<file path="src/rtl/ifu_fetch.sv">
// Instruction fetch unit: an sram-like fetch port with at most one request outstanding,
// and a two-entry output latch that feeds an aligned instruction pair to ID.
module ifu_fetch (
   input  logic        clk,
   input  logic        resetn,
   input  logic [31:0] next_pc,
   input  logic        redirect,
   output logic [31:0] pc,
   output logic        inst_rdata_1_ok,
   output logic        inst_rdata_2_ok,
   output logic        inst_req,
   output logic [31:0] inst_addr,
   input  logic        inst_addr_ok,
   input  logic        inst_data_ok,
   input  logic [31:0] inst_rdata_1,
   input  logic [31:0] inst_rdata_2,
   input  logic        id_allowin,
   output logic        id_valid_1,
   output logic        id_valid_2,
   output logic [31:0] id_inst_1,
   output logic [31:0] id_inst_2,
   output logic [31:0] id_pc_1,
   output logic [31:0] id_pc_2
);

   typedef enum logic [1:0] {S_IDLE, S_REQ, S_WAIT, S_DROP} state_t;

   state_t state, state_nxt;
   logic   load;

   assign inst_addr = {pc[31:3], pc[2], 2'b00};

   // NOTE: sequential state always uses non-blocking assignments so every flop
   // samples the pre-edge values of its neighbours.
   always_ff @(posedge clk or negedge resetn) begin
      if (!resetn) begin
         pc    <= 32'hBFC0_0000;
         state <= S_IDLE;
      end else begin
         pc    <= next_pc;
         state <= state_nxt;
      end
   end

   // NOTE: every output of this block gets a default before the case, so no
   // path through it can leave a value unassigned and infer a latch.
   always_comb begin
      state_nxt       = state;
      inst_req        = 1'b0;
      inst_rdata_1_ok = 1'b0;
      inst_rdata_2_ok = 1'b0;
      load            = 1'b0;
      case (state)
         S_IDLE: begin
            if (!id_valid_1 || id_allowin) state_nxt = S_REQ;
         end
         S_REQ: begin
            inst_req = 1'b1;
            if (inst_addr_ok) state_nxt = redirect ? S_DROP : S_WAIT;
         end
         S_WAIT: begin
            // A redirect kills the in-flight response; if it is not here yet, it must be drained.
            if (redirect) begin
               state_nxt = inst_data_ok ? S_IDLE : S_DROP;
            end else if (inst_data_ok) begin
               load            = 1'b1;
               inst_rdata_1_ok = 1'b1;
               inst_rdata_2_ok = ~pc[2];
               state_nxt       = S_IDLE;
            end
         end
         S_DROP: begin
            if (inst_data_ok) state_nxt = S_IDLE;
         end
         default: state_nxt = S_IDLE;
      endcase
   end

   // NOTE: the latch payload is reset as well as its valid bits, so ID never
   // sees stale words from before reset even while it ignores them.
   always_ff @(posedge clk or negedge resetn) begin
      if (!resetn) begin
         id_valid_1 <= 1'b0;
         id_valid_2 <= 1'b0;
         id_inst_1  <= '0;
         id_inst_2  <= '0;
         id_pc_1    <= '0;
         id_pc_2    <= '0;
      end else if (redirect) begin
         id_valid_1 <= 1'b0;
         id_valid_2 <= 1'b0;
      end else if (load) begin
         id_valid_1 <= 1'b1;
         id_valid_2 <= ~pc[2];
         id_inst_1  <= inst_rdata_1;
         id_inst_2  <= inst_rdata_2;
         id_pc_1    <= pc;
         id_pc_2    <= pc + 32'd4;
      end else if (id_allowin) begin
         id_valid_1 <= 1'b0;
         id_valid_2 <= 1'b0;
      end
   end

endmodule
</file>
<file path="config.mk">
export PLATFORM = sky130hd
export DESIGN_NAME = ifu_fetch
export DESIGN_NICKNAME = d
export VERILOG_FILES = /design/src/rtl/ifu_fetch.sv
export SDC_FILE = /design/constraint.sdc
export NUM_CORES = 1
export LEC_CHECK = 0
export CAP_MARGIN = 10
export CELL_PAD_IN_SITES_DETAIL_PLACEMENT = 0
export CELL_PAD_IN_SITES_GLOBAL_PLACEMENT = 1
export CORE_MARGIN = 2
export CORE_UTILIZATION = 27
export CTS_CLUSTER_DIAMETER = 100
export DETAILED_ROUTE_END_ITERATION = 8
export PLACE_DENSITY = 0.86
export SYNTH_ARGS = -nofsm -noshare
export SYNTH_HDL_FRONTEND = slang
export SYNTH_SLANG_ARGS = --single-unit
export TNS_END_PERCENT = 100
</file>
<file path="constraint.sdc">
create_clock -name clk -period 1.5 [get_ports clk]
set_clock_uncertainty 0.1 [all_clocks]
set_input_delay 0.225 -clock clk [delete_from_list [all_inputs] [get_ports clk]]
set_output_delay 0.225 -clock clk [all_outputs]
set_load 0.02 [all_outputs]
</file>
=== Yosys cells after proc, flatten, opt, wreduce, memory -nomap -nowiden ===
Cells that the tools add are included.

* $add $sub $neg: 1
* Eq/ne operators: 5
* Muxes and demuxes: 19
* Bitwise logic cells: 2
* Reduce and logical (&&, ||, !) cells: 6

{| class="wikitable"
|+ Operators by type and width
! operator !! number
|-
| $add A32 B3 Y32 const B || 1
|-
| $mux W1 || 13
|-
| $mux W2 || 5
|-
| $pmux W2 S4 || 1
|-
| $eq A2 B2 Y1 const B || 2
|-
| $ne A2 B2 Y1 const B || 2
|-
| $reduce_and A2 Y1 || 2
|-
| $reduce_bool A3 Y1 || 1
|-
| $eq A2 B1 Y1 const B || 1
|-
| $logic_not A2 Y1 || 1
|-
| $not A1 Y1 || 2
|-
| $logic_not A1 Y1 || 1
|-
| $logic_or A1 B1 Y1 || 1
|}

* Bits in registers: 164
* Input port bits: 102
* Output and inout port bits: 197
* Word-level logic and storage cells: 41

=== Depth between registers and ports, before layout ===
Gate-level depths: netlist (run 1).

* Word-level depth: 5
* Gate-level depth with buffers: 7
* Depth with buffers taken out: 6

=== Worst setup path after synthesis (run 1) ===
OpenSTA, ideal clock, no wires.

* Kind: reg-to-reg
* Start point: reg pc[2]
* End point: reg id_pc_2[22]
* Library setup time: 0.132 ns
* Data arrival time: 1.575 ns
* Required time: 1.268 ns
* Path slack: -0.306 ns
* Stages on the path, launching flop included: 7
* Path buffers: 0
* Clock period less this slack: 1.806 ns
* Path through: dfrtp_1 ha_1 nand3_1 nor4_1 nand4_1 xor2_1 o21ai_1

* Cells in the longest elaborated chain, start to end: 1

{| class="wikitable"
|+ RTL lines
! item !! line !! source
|-
| start, declared || 8 || <nowiki>output logic [31:0] pc,</nowiki>
|-
| start signal, assigned || 40 || <nowiki>pc <= next_pc;</nowiki>
|-
| $add A32 B3 Y32 || 98 || <nowiki>id_pc_2 <= pc + 32'd4;</nowiki>
|-
| end signal, assigned || 98 ||
|-
| end, declared || 23 || <nowiki>output logic [31:0] id_pc_2</nowiki>
|}

Every way passes these cells.
A chain may end at the register's enable or synchronous reset.

=== Worst setup path in the final report (run 1) ===
* Start point: reg pc[22]
* End point: reg id_pc_2[27]

The elaborated chain is that of the path after synthesis.

==> results_tabular.tex, run 1 <==
\begin{tabular}{lr}
\hline
Metric & Value \\
\hline
\multicolumn{2}{l}{\textbf{Status}} \\
Outcome & finished with violations \\
Failing checks & setup timing \\
\multicolumn{2}{l}{\textbf{Clocking}} \\
Clock latency on the worst-skew pair & 420 ps \\
Sinks on Clock Net & 162 \\
Number of buffers inserted during clock tree synthesis & 17 \\
Maximum level of the CTS H-tree & 4 \\
Clk root buf & sky130\_fd\_sc\_hd\_\_clkbuf\_16 \\
Clock tree from TritonCTS & yes \\
Clock tree buffer depth & 2 \\
Post-CTS clock slew at the launch and capture registers of the worst setup and hold paths & 70 ps \\
\multicolumn{2}{l}{\textbf{Global route}} \\
Initial antenna violation count & 2 \\
Global route overflow & 0 \\
Overall track demand over capacity in global routing & 0.171 \\
Maximum number of pins on one net before global-route repair & 40 \\
Global-route wire length before repair & 32800 µm \\
Number of global-route vias before repair & 5798 \\
\multicolumn{2}{l}{\textbf{Yosys}} \\
Synth top area share & 0.594 \\
Gate count after technology mapping & 666 \\
Post-synth EDFFs & 0 \\
Share of the yosys chip area belonging to registers & 0.631 \\
Top\_reg\_cell synth & sky130\_fd\_sc\_hd\_\_dfrtp\_1 \\
Cell taking the most area after synthesis & sky130\_fd\_sc\_hd\_\_dfrtp\_1 \\
Number of distinct library cell variants in the gate-level netlist after synthesis & 34 \\
Leading post-synthesis cells by cell area & sky130\_fd\_sc\_hd\_\_dfrtp\_1 59\%, sky130\_fd\_sc\_hd\_\_nand2\_1 19\%, sky130\_fd\_sc\_hd\_\_buf\_4 4.0\% \\
Async set or reset register ratio after synthesis & 1.00 \\
Mean area per synthesized cell & 9.68 µm² \\
Netlist Area Pre-Place & 0.00644 mm² \\
Most used standard cell by instance count after synthesis & sky130\_fd\_sc\_hd\_\_nand2\_1 \\
Number of storage elements in the synthesis netlist & 162 \\
Most instantiated cells after synthesis & 325 x sky130\_fd\_sc\_hd\_\_nand2\_1, 153 x sky130\_fd\_sc\_hd\_\_dfrtp\_1, 34 x sky130\_fd\_sc\_hd\_\_buf\_4, 27 x sky130\_fd\_sc\_hd\_\_o21ai\_0, 23 x sky130\_fd\_sc\_hd\_\_xor2\_1 \\
Warnings from Yosys & 0 \\
\multicolumn{2}{l}{\textbf{Detailed routing}} \\
Total length of routed wires & 23700 µm \\
Overall via count from detail\_route & 6064 \\
Initial DRT Pass Iterations & 4 \\
Post-DR vias/cell & 4.41 \\
Routed length per instance & 17.3 µm \\
Post-DRT Antenna Nets & 0 \\
Count of routing violations after the opening detailed-route iteration & 285 \\
Post-route DRC violation count & 0 \\
\multicolumn{2}{l}{\textbf{Critical path}} \\
Buf+Inv Stages, Crit Path & 1 \\
Worst Path Max Fanout & 7 \\
Element type at the critical path end & flop \\
Critical path depth & 6 \\
Flop-to-flop setup slack & -250 ps \\
Critical path data arrival time & 1950 ps \\
Crit path required time & 1700 ps \\
WS Path Type & reg -> reg \\
Path depth of the worst reg2reg path & 6 \\
Crit-path slowest cell & sky130\_fd\_sc\_hd\_\_dfstp\_2 \\
Startpoint Class & flop \\
Cells along the critical path & nand3\_4, nor4b\_4, buf\_6, nand4\_1, xnor2\_1, o21ai\_1 \\
Top cell family by delay on the critical path & flip-flops \\
Largest stage delay on the critical path & 570 ps \\
\multicolumn{2}{l}{\textbf{Cells and area}} \\
P\&R area growth vs syn & 86.1\% \\
Count of nets after finishing & 1146 \\
Final design utilization & 0.511 \\
Fraction of layout instances using a drive strength above 1 & 0.441 \\
Non-filler cells in the finished layout & 1376 \\
\multicolumn{2}{l}{\textbf{STA}} \\
Setup Total Neg Slack & -8160 ps \\
Unrepaired setup endpoints after global routing & yes \\
Final critical-path required period & 1750 ps \\
Final Slew Violations & 0 \\
Endpoints failing hold & 0 \\
Final hold slack & 107 ps \\
Endpoints failing setup & 123 \\
Setup WS post-layout & -246 ps \\
Maximum clock frequency & 573 MHz \\
Period utilization & 1.16 \\
\multicolumn{2}{l}{\textbf{Job}} \\
Maximum Capacitance Violations & 0 \\
\multicolumn{2}{l}{\textbf{Placed design}} \\
Number of buffers added on ports & 296 \\
Final weighted congestion of routability-driven global placement & 0.824 \\
DP Cell Count & 1284 \\
Final HPWL from detailed placement & 14800 µm \\
\multicolumn{2}{l}{\textbf{Floorplan}} \\
I/O pins & 299 \\
Initial Utilization & 0.275 \\
Std cell rows & 56 \\
Floorplan die width & 158 µm \\
Die extent in y & 158 µm \\
Floorplan core area & 0.0235 mm² \\
DIE AREA & 0.0251 mm² \\
\multicolumn{2}{l}{\textbf{Power and ir drop}} \\
Final Power & 0.0202 W \\
Total leakage power & 5.75 nW \\
Worst vdd ir & 0.737 mV \\
Power per unit of standard cell area & 1680 mW/mm² \\
\multicolumn{2}{l}{\textbf{Min path}} \\
Instance count along the most critical hold path & 1 \\
Type of the most critical hold path & in -> reg \\
\hline
\end{tabular}
stage by stage:
step / setup slack [ps] / cell area, µm²
2_1_floorplan: -251 / 6540
3_3_place_gp: -520 / 10100
3_5_place_dp: -551 / 10100
4_1_cts: -223 / 10900
5_1_grt: -338 / 12000
6_report: -246 / 12000
flip-flops by register name (all words and copies together), names as in the netlist:
name	count
id_pc_1	32
pc	32
id_valid_1	1
id_inst_2	32
id_valid_2	1
id_pc_2	30
state	2
id_inst_1	32
final timing paths:
kind	from	end
setup / recovery	pc[22]	id_pc_2[27]
hold reg to reg	pc[0]	id_pc_1[0]
setup reg to reg	pc[22]	id_pc_2[27]
min in group asynchronous	resetn	pc[1]
max in group asynchronous	resetn	pc[25]
hold / removal	next_pc[31]	pc[31]
what timing repair did:
| item | 4_1_cts | 5_1_grt |
|---|---|---|
| endpoints found under the hold margin | 153 | 0 |
| buffers inserted | 17 | 28 |
| gates resized for setup | 475 | 434 |
| endpoints found under the setup margin | 297 | 234 |
| hold buffers | 1 | 0 |
| gates cloned | 6 | 16 |
| pin swaps | 11 | 183 |
layer usage:
layer | GRT usage | routed length [µm] | vias up
met2 | 0.289 | 12600 | 183
met4 | 0.0523 | 408 | 2
li1 | - | - | 2829
met1 | 0.214 | 9460 | 3027
met3 | 0.0457 | 1260 | 23
met5 | 0 | 13 | -
cell usage in the layout, fill, tap and decap left out, drive strengths merged, types with 2 or more instances in the layout:
master,Yosys,layout
nand2,325,325
buf,46,168
dfrtp,153,153
clkbuf,16,101
clkdlybuf4s50,0,100
clkdlybuf4s15,0,50
o21ai,34,34
xor2,23,23
dlygate4sd2,0,20
nand4,15,15
dfstp,9,9
nand3,9,9
nor2,7,7
clkinv,0,6
xnor2,5,5
inv,4,5
bufinv,0,4
and3,2,2
nand2b,2,2
conb,1,2
nor3,2,2
and2,2,2
nor4,2,2
final cells by class:
cell class,count,area [µm²]
Timing Repair Buffer,419,4110
Inverter,4,20.0
Fill cell,2115,11500
Sequential cell,162,4090
Clock inverter,11,176
Clock buffer,21,460
Tap cell,319,399
Multi-Input combinational cell,439,2740
Antenna cell,1,2.50
power by group:
group	leakage (nW)	internal, W	switching [W]	total [W]
logic	3.45	0.00354	0.00457	0.00811
clock network	0.314	0.00290	0.00185	0.00475
registers	1.99	0.00596	0.00133	0.00730
total	5.75	0.0124	0.00775	0.0202
cells by family (layout without fill, tap and decap cells):
family          Yosys count  after routing  synth area share
fa+ha+maj                 1              1           0.00194
compound gates           37             37            0.0311
flops                   162            162             0.631
other cells               1              3          0.000582
buf+inv                  66            455            0.0594
simple gates            371            371             0.238
xor+xnor                 28             28            0.0381
Power figures use the tool's default switching activity.
==> run 2: changes to the inputs <==
Settings changed: ABC_AREA set to 1, ABC_CLOCK_PERIOD_IN_PS set to 1500.
==> run 2 against run 1 <==
Against the previous run: the run still ends with setup timing left; largest power group unchanged; register-to-register slack about the same; setup slack got worse by 61 ps; critical path type is now reg -> out; sequential cell count unchanged; final cell count is 9.7% higher; largest cell class unchanged.
==> results_tabular.tex, run 2 <==
\begin{tabular}{lr}
\hline
Metric & Value \\
\hline
\multicolumn{2}{l}{\textbf{Status}} \\
Outcome & finished with violations (unchanged) \\
Failing checks & setup timing (unchanged) \\
\multicolumn{2}{l}{\textbf{Cells and area}} \\
P\&R area growth vs syn & 78.3\% (was 86.1\%) \\
Fill cell count & 2388 (was 2115) \\
Commonest cells after routing, fill and taps aside & 280 x sky130\_fd\_sc\_hd\_\_nand2\_1, 141 x sky130\_fd\_sc\_hd\_\_dfrtp\_1, 100 x sky130\_fd\_sc\_hd\_\_clkdlybuf4s50\_1 (was 191 x sky130\_fd\_sc\_hd\_\_nand2\_1, 136 x sky130\_fd\_sc\_hd\_\_dfrtp\_1, 100 x sky130\_fd\_sc\_hd\_\_clkdlybuf4s50\_1) \\
Commonest non-fill, non-tap cell in the layout & sky130\_fd\_sc\_hd\_\_nand2\_1 (unchanged) \\
Fraction of layout instances using a drive strength above 1 & 0.317 (was 0.441) \\
Diodes inserted & 0 (was 1) \\
Final design utilization & 0.488 (was 0.511) \\
Count of nets after finishing & 1269 (was 1146) \\
\multicolumn{2}{l}{\textbf{Critical path}} \\
Timing startpoint of the critical path & state[0] (was pc[22]) \\
Path depth of the worst reg2reg path & 10 (was 6) \\
WS Path Type & reg -> out (was reg -> reg) \\
Worst R2R Start & state[0] (was pc[22]) \\
Flop-to-flop setup slack & -250 ps (about the same) \\
Worst reg2reg path endpoint & id\_inst\_2[30] (was id\_pc\_2[27]) \\
Crit path required time & 1170 ps (was 1700 ps) \\
Startpoint Class & flop (unchanged) \\
Element type at the critical path end & output pin (was flop) \\
End point of the critical path & inst\_rdata\_1\_ok (was id\_pc\_2[27]) \\
Worst Path Max Fanout & 3 (was 7) \\
Critical path data arrival time & 1480 ps (was 1950 ps) \\
\multicolumn{2}{l}{\textbf{Min path}} \\
Type of the most critical hold path & in -> async (was in -> reg) \\
\multicolumn{2}{l}{\textbf{Yosys}} \\
Async set or reset register ratio after synthesis & 1.00 (unchanged) \\
Most used standard cell by instance count after synthesis & sky130\_fd\_sc\_hd\_\_nand2\_1 (unchanged) \\
Leading post-synthesis cells by cell area & sky130\_fd\_sc\_hd\_\_dfrtp\_1 56\%, sky130\_fd\_sc\_hd\_\_nand2\_1 18\%, sky130\_fd\_sc\_hd\_\_nor2\_1 4.7\% (was sky130\_fd\_sc\_hd\_\_dfrtp\_1 59\%, sky130\_fd\_sc\_hd\_\_nand2\_1 19\%, sky130\_fd\_sc\_hd\_\_buf\_4 4.0\%) \\
Gate count after technology mapping & 786 (was 666) \\
Number of storage elements in the synthesis netlist & 162 (unchanged) \\
Cell taking the most area after synthesis & sky130\_fd\_sc\_hd\_\_dfrtp\_1 (unchanged) \\
Share of the yosys chip area belonging to registers & 0.594 (was 0.631) \\
Post-synth EDFFs & 0 (unchanged) \\
Number of distinct library cell variants in the gate-level netlist after synthesis & 28 (was 34) \\
Warnings from Yosys & 0 (unchanged) \\
Top\_reg\_cell synth & sky130\_fd\_sc\_hd\_\_dfrtp\_1 (unchanged) \\
Netlist Area Pre-Place & 0.00685 mm² (was 0.00644 mm²) \\
Mean area per synthesized cell & 8.71 µm² (was 9.68 µm²) \\
Synth top area share & 0.559 (was 0.594) \\
Most instantiated cells after synthesis & 326 x sky130\_fd\_sc\_hd\_\_nand2\_1, 153 x sky130\_fd\_sc\_hd\_\_dfrtp\_1, 85 x sky130\_fd\_sc\_hd\_\_nor2\_1, 49 x sky130\_fd\_sc\_hd\_\_nand3\_1, 37 x sky130\_fd\_sc\_hd\_\_inv\_1 (was 325 x sky130\_fd\_sc\_hd\_\_nand2\_1, 153 x sky130\_fd\_sc\_hd\_\_dfrtp\_1, 34 x sky130\_fd\_sc\_hd\_\_buf\_4, 27 x sky130\_fd\_sc\_hd\_\_o21ai\_0, 23 x sky130\_fd\_sc\_hd\_\_xor2\_1) \\
\multicolumn{2}{l}{\textbf{STA}} \\
Endpoints failing hold & 0 (unchanged) \\
Unrepaired setup endpoints after global routing & yes (unchanged) \\
Final hold slack & 69.4 ps (was 107 ps) \\
Maximum clock frequency & 554 MHz (was 573 MHz) \\
Period utilization & 1.20 (was 1.16) \\
Setup Total Neg Slack & -15030 ps (was -8160 ps) \\
Final Slew Violations & 0 (unchanged) \\
Setup WS post-layout & -306 ps (was -246 ps) \\
Final critical-path required period & 1810 ps (was 1750 ps) \\
Endpoints failing setup & 117 (was 123) \\
\multicolumn{2}{l}{\textbf{Global route}} \\
Global-route wire length before repair & 36600 µm (was 32800 µm) \\
Number of global-route vias before repair & 6565 (was 5798) \\
Overall track demand over capacity in global routing & 0.180 (was 0.171) \\
Initial antenna violation count & 0 (was 2) \\
Maximum number of pins on one net before global-route repair & 67 (was 40) \\
Global route overflow & 0 (unchanged) \\
\multicolumn{2}{l}{\textbf{Clocking}} \\
Clock tree buffer depth & 2 (unchanged) \\
Post-CTS clock slew at the launch and capture registers of the worst setup and hold paths & 70 ps (about the same) \\
Sinks on Clock Net & 162 (unchanged) \\
Clk root buf & sky130\_fd\_sc\_hd\_\_clkbuf\_16 (unchanged) \\
Clock tree from TritonCTS & yes (unchanged) \\
Clock latency on the worst-skew pair & 430 ps (was 420 ps) \\
Number of buffers inserted during clock tree synthesis & 17 (unchanged) \\
Maximum level of the CTS H-tree & 4 (unchanged) \\
\multicolumn{2}{l}{\textbf{Placed design}} \\
Final weighted congestion of routability-driven global placement & 0.815 (was 0.824) \\
Post-Place Setup Slack & -503 ps (was -551 ps) \\
Final HPWL from detailed placement & 16000 µm (was 14800 µm) \\
Number of buffers added on ports & 296 (unchanged) \\
\multicolumn{2}{l}{\textbf{Floorplan}} \\
Floorplan die width & 163 µm (was 158 µm) \\
DIE AREA & 0.0267 mm² (was 0.0251 mm²) \\
Std cell rows & 58 (was 56) \\
Floorplan core area & 0.0250 mm² (was 0.0235 mm²) \\
Die extent in y & 163 µm (was 158 µm) \\
I/O pins & 299 (unchanged) \\
Initial Utilization & 0.274 (was 0.275) \\
\multicolumn{2}{l}{\textbf{Detailed routing}} \\
Count of routing violations after the opening detailed-route iteration & 340 (was 285) \\
Total length of routed wires & 23900 µm (was 23700 µm) \\
Routed length per instance & 15.8 µm (was 17.3 µm) \\
Initial DRT Pass Iterations & 4 (unchanged) \\
Overall via count from detail\_route & 6494 (was 6064) \\
Post-route DRC violation count & 0 (unchanged) \\
Post-DR vias/cell & 4.30 (was 4.41) \\
Post-DRT Antenna Nets & 0 (unchanged) \\
\multicolumn{2}{l}{\textbf{Power and ir drop}} \\
Net switching power & 0.00830 W (was 0.00775 W) \\
Clock power share & 0.221 (was 0.236) \\
Register share of total power & 0.344 (was 0.362) \\
Internal portion of total power & 0.0130 W (was 0.0124 W) \\
Worst vdd ir & 0.845 mV (was 0.737 mV) \\
Switching fraction of total power & 0.389 (was 0.385) \\
Total leakage power & 5.94 nW (was 5.75 nW) \\
Share of total power in combinational logic & 0.435 (was 0.402) \\
Power per unit of standard cell area & 1750 mW/mm² (was 1680 mW/mm²) \\
Final Power & 0.0213 W (was 0.0202 W) \\
\multicolumn{2}{l}{\textbf{Job}} \\
Maximum Capacitance Violations & 0 (unchanged) \\
\hline
\end{tabular}
run 2: final cells by class:
type,count,area [µm²],share of cell area
clock inverter,14,191,0.0157
clock buffer,18,439,0.0360
multi-input combinational,524,2560,0.210
timing repair buffer,422,4370,0.358
inverter,39,154,0.0126
sequential,162,4080,0.334
tap,330,413,0.0338
run 2: repair_timing:
action,4_1_cts,5_1_grt
pin swaps,35,5
buffers inserted,24,23
cloned,13,4
gates resized for setup,568,175
hold buffers,1,0
endpoints found under the setup margin,288,259
hold endpoints to repair,154,0
run 2: cell families (layout without fill, tap and decap cells):
family          after synthesis  count (layout)  share of synthesized area
flops                       162             162                      0.594
compound gates               28              28                     0.0221
fa+ha+maj                     1               1                    0.00183
simple gates                488             488                      0.294
xor+xnor                      5               5                    0.00640
buf+inv                     101             493                     0.0815
other cells                   1               2                   0.000548
run 2: power by group through the flow:
stage                     Clock [W]  Sequential, W  Combinational (W)
after CTS                   0.00485        0.00731            0.00911
after global placement            0        0.00726            0.00930
after floorplan                   0        0.00943            0.00216
after detailed placement          0        0.00728            0.00940
after global routing        0.00503        0.00756            0.00999
final                       0.00472        0.00733            0.00927
run 2: routing by layer:
layer,track usage,wire length (µm),vias up
met2,0.302,12000,190
met1,0.223,9960,3114
met3,0.0498,1520,30
li1,-,-,3160
met4,0.0591,401,0
met5,0,0,-
run 2: worst max-delay path, stage by stage, from the launching register on:
cell                       delay [ps]
sky130_fd_sc_hd__dfrtp_1          400
sky130_fd_sc_hd__nor2_1           110
sky130_fd_sc_hd__buf_4            140
sky130_fd_sc_hd__nand2_8           50
sky130_fd_sc_hd__buf_6            120
sky130_fd_sc_hd__clkinv_4          40
sky130_fd_sc_hd__buf_12            90
sky130_fd_sc_hd__buf_8            110
run 2: how the worst min path moves through the flow:
stage | cells past startpoint | slack [ps] | start | end
final | 2 | 70 | resetn | id_inst_1[30]
after floorplan | 0 | -170 | resetn | id_inst_1[0]
after detailed placement | 1 | -60 | resetn | id_inst_1[30]
after global routing | 2 | 60 | resetn | id_pc_1[30]
after global placement | 1 | -60 | resetn | pc[30]
after CTS | 2 | 50 | resetn | id_inst_1[30]
run 2: through the flow:
| stage | std cells | cell area (µm²) |
|---|---|---|
| floorplan | 787 | 6900 |
| global placement | 1418 | 10500 |
| detailed placement | 1418 | 10500 |
| CTS | 1488 | 11900 |
| global route | 1509 | 12200 |
| finish | 1509 | 12200 |
